--- config.mk ---
export PLATFORM = sky130hd
export DESIGN_NAME = carpark_gate_ctrl
export DESIGN_NICKNAME = d
export VERILOG_FILES = /design/src/rtl/carpark_pkg.sv /design/src/rtl/carpark_occ_counter.sv /design/src/rtl/carpark_gate_ctrl.sv
export SDC_FILE = /design/constraint.sdc
export NUM_CORES = 1
export LEC_CHECK = 0
export BUFFER_PORTS_ARGS = -buffer_cell sky130_fd_sc_hd__buf_2
export CAP_MARGIN = 10
export CORE_MARGIN = 5
export CORE_UTILIZATION = 52
export CTS_BUF_LIST = sky130_fd_sc_hd__clkbuf_4
export CTS_CLUSTER_SIZE = 8
export DETAILED_ROUTE_END_ITERATION = 6
export PLACE_DENSITY = 0.81
export SYNTH_ARGS = -nofsm -noshare
export SYNTH_HDL_FRONTEND = slang
export SYNTH_HIERARCHICAL = 1
export SYNTH_SLANG_ARGS = --single-unit
--- constraint.sdc ---
create_clock -name clock -period 2.11 [get_ports clock]
set_input_delay 0.3165 -clock clock [delete_from_list [all_inputs] [get_ports clock]]
set_output_delay 0.3165 -clock clock [all_outputs]
set_load 0.005 [all_outputs]
--- src/rtl/carpark_pkg.sv ---
// Shared constants and types for the car-park entry gate controller.
package carpark_pkg;

    localparam logic [1:0] PARK_OK  = 2'b00;
    localparam logic [1:0] PARK_BAD = 2'b01;

    typedef enum logic [1:0] {
        StIdle = 2'd0,
        StOpen = 2'd1,
        StDeny = 2'd2,
        StLock = 2'd3
    } gate_state_e;

    function automatic int unsigned max3(input int unsigned a, input int unsigned b,
                                         input int unsigned c);
        int unsigned m;
        m = (a > b) ? a : b;
        return (m > c) ? m : c;
    endfunction

endpackage

--- src/rtl/carpark_occ_counter.sv ---
// Saturating occupancy counter with a registered full flag.
module carpark_occ_counter #(
    parameter int unsigned CAPACITY = 8
) (
    input  logic                          clock,
    input  logic                          reset,
    input  logic                          inc,
    input  logic                          dec,
    output logic [$clog2(CAPACITY+1)-1:0] count,
    output logic                          full
);

    localparam int unsigned CntW = $clog2(CAPACITY + 1);
    localparam logic [CntW-1:0] Cap = CntW'(CAPACITY);

    logic [CntW-1:0] count_q, count_d;
    logic            full_q, full_d;

    always_comb begin
        count_d = count_q;
        if (inc && !dec && count_q != Cap) begin
            count_d = count_q + CntW'(1);
        end else if (dec && !inc && count_q != '0) begin
            count_d = count_q - CntW'(1);
        end
        full_d = (count_d == Cap);
    end

    always_ff @(posedge clock) begin
        if (reset) begin
            count_q <= '0;
            full_q  <= 1'b0;
        end else begin
            count_q <= count_d;
            full_q  <= full_d;
        end
    end

    assign count = count_q;
    assign full  = full_q;

endmodule

--- src/rtl/carpark_gate_ctrl.sv ---
// Car-park entry gate FSM: grant/deny handling, timed gate, occupancy tracking.
// Optional repeated-denial lockout is built when CARPARK_LOCKOUT_EN is defined.
module carpark_gate_ctrl
    import carpark_pkg::*;
#(
    parameter int unsigned CAPACITY    = 8,
    parameter int unsigned OPEN_CYCLES = 16,
    parameter int unsigned DENY_CYCLES = 4,
    parameter int unsigned MAX_FAILS   = 3,
    parameter int unsigned LOCK_CYCLES = 64
) (
    input  logic                          clock,
    input  logic                          reset,
    input  logic [1:0]                    park,
    input  logic                          park_valid,
    input  logic                          car_in,
    input  logic                          car_out,
    output logic                          gate_open,
    output logic                          green,
    output logic                          red,
    output logic [$clog2(CAPACITY+1)-1:0] occupancy,
    output logic                          full,
    output logic                          locked
);

    localparam int unsigned TimerMax = max3(OPEN_CYCLES, DENY_CYCLES, LOCK_CYCLES);
    localparam int unsigned TimerW   = $clog2(TimerMax + 1);
    localparam logic [TimerW-1:0] OpenLoad = TimerW'(OPEN_CYCLES - 1);
    localparam logic [TimerW-1:0] DenyLoad = TimerW'(DENY_CYCLES - 1);

    gate_state_e       state_q, state_d;
    logic [TimerW-1:0] timer_q, timer_d;
    logic              gate_open_q, gate_open_d;
    logic              green_q, green_d;
    logic              red_q, red_d;
    logic              full_deny;
    logic              grant, deny, car_enter, timer_done;
    logic              occ_inc, occ_dec, occ_full;

    assign grant      = park_valid && (park == PARK_OK);
    assign deny       = park_valid && (park == PARK_BAD);
    assign car_enter  = (state_q == StOpen) && car_in;
    assign timer_done = (timer_q == '0);

    // Simultaneous in/out pulses cancel, whether or not the entry itself was accepted.
    assign occ_inc = car_enter && !car_out;
    assign occ_dec = car_out && !car_in;

`ifdef CARPARK_LOCKOUT_EN
    localparam int unsigned FailW = $clog2(MAX_FAILS + 1);
    localparam logic [TimerW-1:0] LockLoad = TimerW'(LOCK_CYCLES - 1);

    logic [FailW-1:0] fail_q, fail_d;
    logic             lock_hit;
    logic             locked_q, locked_d;

    assign lock_hit = ((fail_q + FailW'(1)) == FailW'(MAX_FAILS));
`endif

    always_comb begin
        state_d   = state_q;
        timer_d   = timer_q;
        full_deny = 1'b0;
`ifdef CARPARK_LOCKOUT_EN
        fail_d    = fail_q;
`endif
        unique case (state_q)
            StIdle: begin
                timer_d = '0;
                if (grant && !occ_full) begin
                    state_d = StOpen;
                    timer_d = OpenLoad;
`ifdef CARPARK_LOCKOUT_EN
                    fail_d  = '0;
`endif
                end else if (grant) begin
                    full_deny = 1'b1;
                end else if (deny) begin
`ifdef CARPARK_LOCKOUT_EN
                    fail_d = fail_q + FailW'(1);
                    if (lock_hit) begin
                        state_d = StLock;
                        timer_d = LockLoad;
                    end else begin
                        state_d = StDeny;
                        timer_d = DenyLoad;
                    end
`else
                    state_d = StDeny;
                    timer_d = DenyLoad;
`endif
                end
            end
            StOpen: begin
                if (car_enter || timer_done) begin
                    state_d = StIdle;
                    timer_d = '0;
                end else begin
                    timer_d = timer_q - TimerW'(1);
                end
            end
            StDeny: begin
                if (timer_done) begin
                    state_d = StIdle;
                end else begin
                    timer_d = timer_q - TimerW'(1);
                end
            end
            StLock: begin
                if (timer_done) begin
                    state_d = StIdle;
`ifdef CARPARK_LOCKOUT_EN
                    fail_d  = '0;
`endif
                end else begin
                    timer_d = timer_q - TimerW'(1);
                end
            end
            default: begin
                state_d = StIdle;
                timer_d = '0;
            end
        endcase

        // Outputs are decoded from the next state so they register in step with it.
        gate_open_d = (state_d == StOpen);
        green_d     = (state_d == StOpen);
        red_d       = (state_d == StDeny) || (state_d == StLock) || full_deny;
`ifdef CARPARK_LOCKOUT_EN
        locked_d    = (state_d == StLock);
`endif
    end

    always_ff @(posedge clock) begin
        if (reset) begin
            state_q     <= StIdle;
            timer_q     <= '0;
            gate_open_q <= 1'b0;
            green_q     <= 1'b0;
            red_q       <= 1'b0;
        end else begin
            state_q     <= state_d;
            timer_q     <= timer_d;
            gate_open_q <= gate_open_d;
            green_q     <= green_d;
            red_q       <= red_d;
        end
    end

`ifdef CARPARK_LOCKOUT_EN
    always_ff @(posedge clock) begin
        if (reset) begin
            fail_q   <= '0;
            locked_q <= 1'b0;
        end else begin
            fail_q   <= fail_d;
            locked_q <= locked_d;
        end
    end

    assign locked = locked_q;
`else
    assign locked = 1'b0;
`endif

    carpark_occ_counter #(
        .CAPACITY (CAPACITY)
    ) u_occ (
        .clock (clock),
        .reset (reset),
        .inc   (occ_inc),
        .dec   (occ_dec),
        .count (occupancy),
        .full  (occ_full)
    );

    assign full      = occ_full;
    assign gate_open = gate_open_q;
    assign green     = green_q;
    assign red       = red_q;

endmodule

# Yosys cells after proc, flatten, opt, wreduce, memory -nomap -nowiden
# Cells that the tools add are included.
# Widths: inputs -> output; s select.
# op_classes
addsub,3
mul,0
div,0
magnitude_cmp,0
n_eq_ne,10
shifts,0
mux,17
bitwise_logic,0
reduce_logical,23
# ops
op,count
$pmux 7 s3,1
$mux 2,7
$mux 7,2
$mux 4,3
$logic_and 1x1->1,10
$eq 2x2->1 const B,4
$logic_not 7->1,1
$sub 7x1->7 const B,1
$eq 2x1->1 const B,3
$pmux 2 s3,1
$logic_not 1->1,5
$add 4x1->4 const B,1
$eq 4x4->1 const B,1
$logic_not 2->1,2
$ne 4x4->1 const B,1
$reduce_bool 4->1,1
$sub 4x1->4 const B,1
$logic_or 1x1->1,3
$mux 1,3
$ne 2x2->1 const B,1
$reduce_or 2->1,1
# totals
regBits,16
latchBits,0
mem_bits_rw,0
rom_bits,0
inputBits,7
out_inout_bits,9
n_memories,0

# Depth between registers and ports, before layout
# depth
depth_word,9
depth_mapped,6

# Cells and area by module
# The synthesis kept the hierarchy.
# by_module_without_submodules
module,instances,cells_each,area_per_inst_um2,seq_area_each_um2
carpark_gate_ctrl,1,68,588.1,220.2
carpark_occ_counter,1,45,384.1,100.1

# Least setup slack after synthesis
# No wires, ideal clock.
# synth_path
kind,register -> register
from,reg state_q[1]
to,"reg u_occ.full_q, in the netlist u_occ/full"
arrival_time_ps,1882
required_ps,2007
setup_slack_ps,124
path_stages_with_launch,7
n_path_buf,1
period_less_slack_ps,1986
cell_sequence,dfxtp_1 > buf_6 > nor4b_1 > nor2b_1 > nand4_1 > a21o_1 > a2111oi_2
# synth_via
elab_chain_len,9
elab_cells_between_ends,11
cone_classes,eq/ne: 2; mux: 2; reduce/logical: 7
# synth_lines
item,line,source
start: declaration,carpark_gate_ctrl.sv:31,"gate_state_e state_q, state_d;"
start signal: assignment,carpark_gate_ctrl.sv:136,state_q <= StIdle;
start signal: assignment,carpark_gate_ctrl.sv:142,state_q <= state_d;
$eq 2x1->1 *,carpark_gate_ctrl.sv:42,assign car_enter = (state_q == StOpen) && car_in;
$logic_and 1x1->1 *,carpark_gate_ctrl.sv:42,
$logic_and 1x1->1 *,carpark_gate_ctrl.sv:46,assign occ_inc = car_enter && !car_out;
via occ_inc,carpark_gate_ctrl.sv:38,"logic occ_inc, occ_dec, occ_full;"
$logic_not 1->1,carpark_occ_counter.sv:23,end else if (dec && !inc && count_q != '0) begin
$logic_and 1x1->1 (2 in series),carpark_occ_counter.sv:23,
$mux 4,carpark_occ_counter.sv:23,
$mux 4 *,carpark_occ_counter.sv:21,if (inc && !dec && count_q != Cap) begin
$eq 4x4->1 *,carpark_occ_counter.sv:26,full_d = (count_d == Cap);
end signal: assignment,carpark_occ_counter.sv:35,full_q <= full_d;
end: declaration,carpark_occ_counter.sv:17,"logic full_q, full_d;"
# Mark *: on every way through the listed nets, which the timed path passes. The rest lies on a longest branch.
# A chain may end at the register's enable or synchronous reset.

# Worst setup path in the final report
# layout_path
from,reg state_q[0]
to,"reg u_occ.full_q, in the netlist u_occ/full"
# Same word-level chain as after synthesis.

==> reports/results.ini <==
[cells_and_area]
drive_above_1_share_pct = 23.3
antenna_cells = 0
fin_nets = 142
syn_to_final_growth_pct = 12.2

[clocking]
cts.sinks = 16
clk_path_buf_depth = 2
root_buffer = clkbuf_4
clk_latency_ps = 270
cts_setup_buffers = 0
cts_tree = yes
numCtsBuffers = 3
holdBufCountCts = 0
cts_resized = 0
htreeDepth = 1
cts.clk_slew.worst_paths_ps = 80

[critical_path]
reg2regPathDepth = 7
critical_path_class = register to register
reg2reg_to = u_occ/full$_SDFF_PP0_
start_kind = register
path_max_fanout = 7
cp.buffers_inverters = 2
critPathTopFamily = simple AND/OR/NAND/NOR gates
cp.arrival_ps = 2140
cp_slowest_cell = dfxtp_1
reg2reg_from = state_q[0]$_SDFF_PP0_
path_cells = inv_1, nor4b_2, buf_4, nor2b_1, nand4_1, a21o_1, a2111oi_2
slowest_delay_ps = 370
cp-end-kind = register
critPathRequiredTime_ps = 2290
ff2ff_setup_slack_ps = 140

[synth]
synth_edf_count = 0
ys_types = 41
synth_top_flop_cell = dfxtp_1
synth_top_area_share_pct = 32.9
synthCells = 113
yosys-top-cells-area = dfxtp_1 (33%), ha_1 (5.1%), a211oi_1 (3.9%)
ys_seq_elements = 16
synth.top_cells.by_count = dfxtp_1 (16), nor2_1 (10), inv_1 (7), nand2_1 (7)
post-synth-top-count-cell = dfxtp_1
netlist_area_um2 = 972
syn_area_per_cell_um2 = 8.60
yosys_warnings = 6
async_reset_ff_share_pct = 0
yosysSeqAreaShare_pct = 32.9
synth_top_cell_by_area = dfxtp_1
synth_nets = 124

[sta]
skew_ps = 0.702
max_slew_margin_pct = 63.1
rsz0062_at_grt = no
fin_crit_ps = 1970
finalSetupTns_ps = 0
setup_viol = 0
max_clock_freq_mhz = 509
slew_violations = 0
holdWs_ps = 338
final_hold_viol_count = 0
worst_pin_slew_ps = 553
fin_crit_sh_pct = 93.1

[grt]
use_met3_pct = 2.54
grt_pass1_wl_mm = 3.59
grt_pass1_vias = 902
grt_max_degree = 14
use_met2_pct = 30.0
antenna_found_initial = 0
met1_usage_pct = 18.9
overflow = 0
grt_usage_pct = 17.1
grt.busiest_layer = met2

[place]
portBuffers = 14
gp_congestion = 0.880
hpwl_mm = 1.63

[pwr]
power_w = 0.000793
p_leak_nw = 0.444
swShare_pct = 33.5
peakVddDrop_uv = 334
powerDensity_nw_per_um2 = 727
p_int_w = 0.000527
power_frac_clock_pct = 18.8
seqPwrFrac_pct = 45.3
comb_power_share_pct = 35.9
p_switching_w = 0.000266

[hold_path]
holdPathEnd = red$_SDFF_PP0_
worst_hold_startpoint = park[1]
holdPathStages = 4
worstHoldPathType = input port to register

[route]
vias = 890
dr.pass1.iters = 4
wire_per_inst_um = 13.8
drt_iter0_drc = 22
finalWirelength_mm = 2.13
routed_via_density = 5.78
ant_nets = 0
remaining_drc_errors = 0

[floorplanning]
initial_core_util_pct = 55.7
fp.dieH_um = 53.2
core_area_um2 = 1750
fp.dieArea_um2 = 2830
std_cell_rows = 15
io_pins = 16
die_x_um = 53.2

[outcome]
status = completed

[job]
cap_violations = 0

routing by layer:
layer  wire [um]  vias to the layer above
met5           0                        -
met4          52                        0
met3         111                        6
met2        1060                       29
met1         907                      409
li1            -                      446
power groups by stage:
stage          clock (W)  sequential, W  combinational [W]
6_report        0.000149       0.000359           0.000285
5_1_grt         0.000172       0.000364           0.000315
4_1_cts         0.000156       0.000359           0.000283
3_5_place_dp           0       0.000366           0.000282
3_3_place_gp           0       0.000364           0.000272
2_1_floorplan          0       0.000364           0.000205
cells in the final DEF, fill, tap and decap left out, drive strengths merged, types with 2 or more instances in the layout:
cell type / count
a21oi: 7
nand3: 2
a221oi: 3
xor2: 3
a211oi: 5
nor2b: 6
inv: 7
or3: 3
nand2: 7
dfxtp: 16
buf: 17
clkbuf: 3
o22ai: 2
ha: 4
nor3: 3
nand3b: 2
nor4b: 3
nor2: 10
nand2b: 4
o21ai: 4
worst reg2reg max path: stages, from the launching register on:
cell	delay, ps
dfxtp_1	370
inv_1	90
nor4b_2	300
buf_4	200
nor2b_1	250
nand4_1	160
a21o_1	220
a2111oi_2	280
registers in the layout, indices dropped and copies added (netlist names):
signal / flops
state_q: 2
u_occ/count: 4
u_occ/full: 1
timer_q: 7
green: 1
red: 1
area by class of cell:
type,count,area (um^2)
Inverter,7,26.3
Timing Repair Buffer,17,92.6
Clock buffer,3,22.5
Fill cell,166,654
Tap cell,25,31.3
Sequential cell,16,320
Multi-Input combinational cell,86,598
per-stage QoR:
stage               worst slack, ps  std cells  area (um^2)  util (%)
CTS                            86.8        154         1080      62.2
floorplan                       124        113          972         -
global placement                220        151         1060      60.9
detailed placement              160        151         1060      60.9
global route                   39.2        154         1090      62.5
finish                          145        154         1090      62.5
cells by family (layout without fill, tap and decap cells):
| family | count (synthesis) | in the layout | share of synthesized area, % |
|---|---|---|---|
| AND/OR/NAND/NOR | 48 | 48 | 29.3 |
| AO/OA/AOI/OAI | 29 | 29 | 22.4 |
| flip-flops | 16 | 16 | 32.9 |
| buffers and inverters | 11 | 27 | 6.18 |
| adder cells (fa/ha/maj) | 4 | 4 | 5.15 |
| XOR/XNOR | 4 | 4 | 3.60 |
| other | 1 | 1 | 0.386 |
worst max path at each step:
stage / from / end / slack, ps / cells after the start
3_5_place_dp: state_q[0]$_SDFF_PP0_ / u_occ/full$_SDFF_PP0_ / 160 / 7
3_3_place_gp: state_q[0]$_SDFF_PP0_ / u_occ/full$_SDFF_PP0_ / 220 / 7
4_1_cts: state_q[0]$_SDFF_PP0_ / u_occ/full$_SDFF_PP0_ / 90 / 7
5_1_grt: timer_q[0]$_SDFFE_PP0P_ / timer_q[0]$_SDFFE_PP0P_ / 40 / 7
6_report: state_q[0]$_SDFF_PP0_ / u_occ/full$_SDFF_PP0_ / 140 / 7
2_1_floorplan: state_q[1]$_SDFF_PP0_ / u_occ/full$_SDFF_PP0_ / 120 / 6
Note: power is estimated with default switching activity, not from simulation.
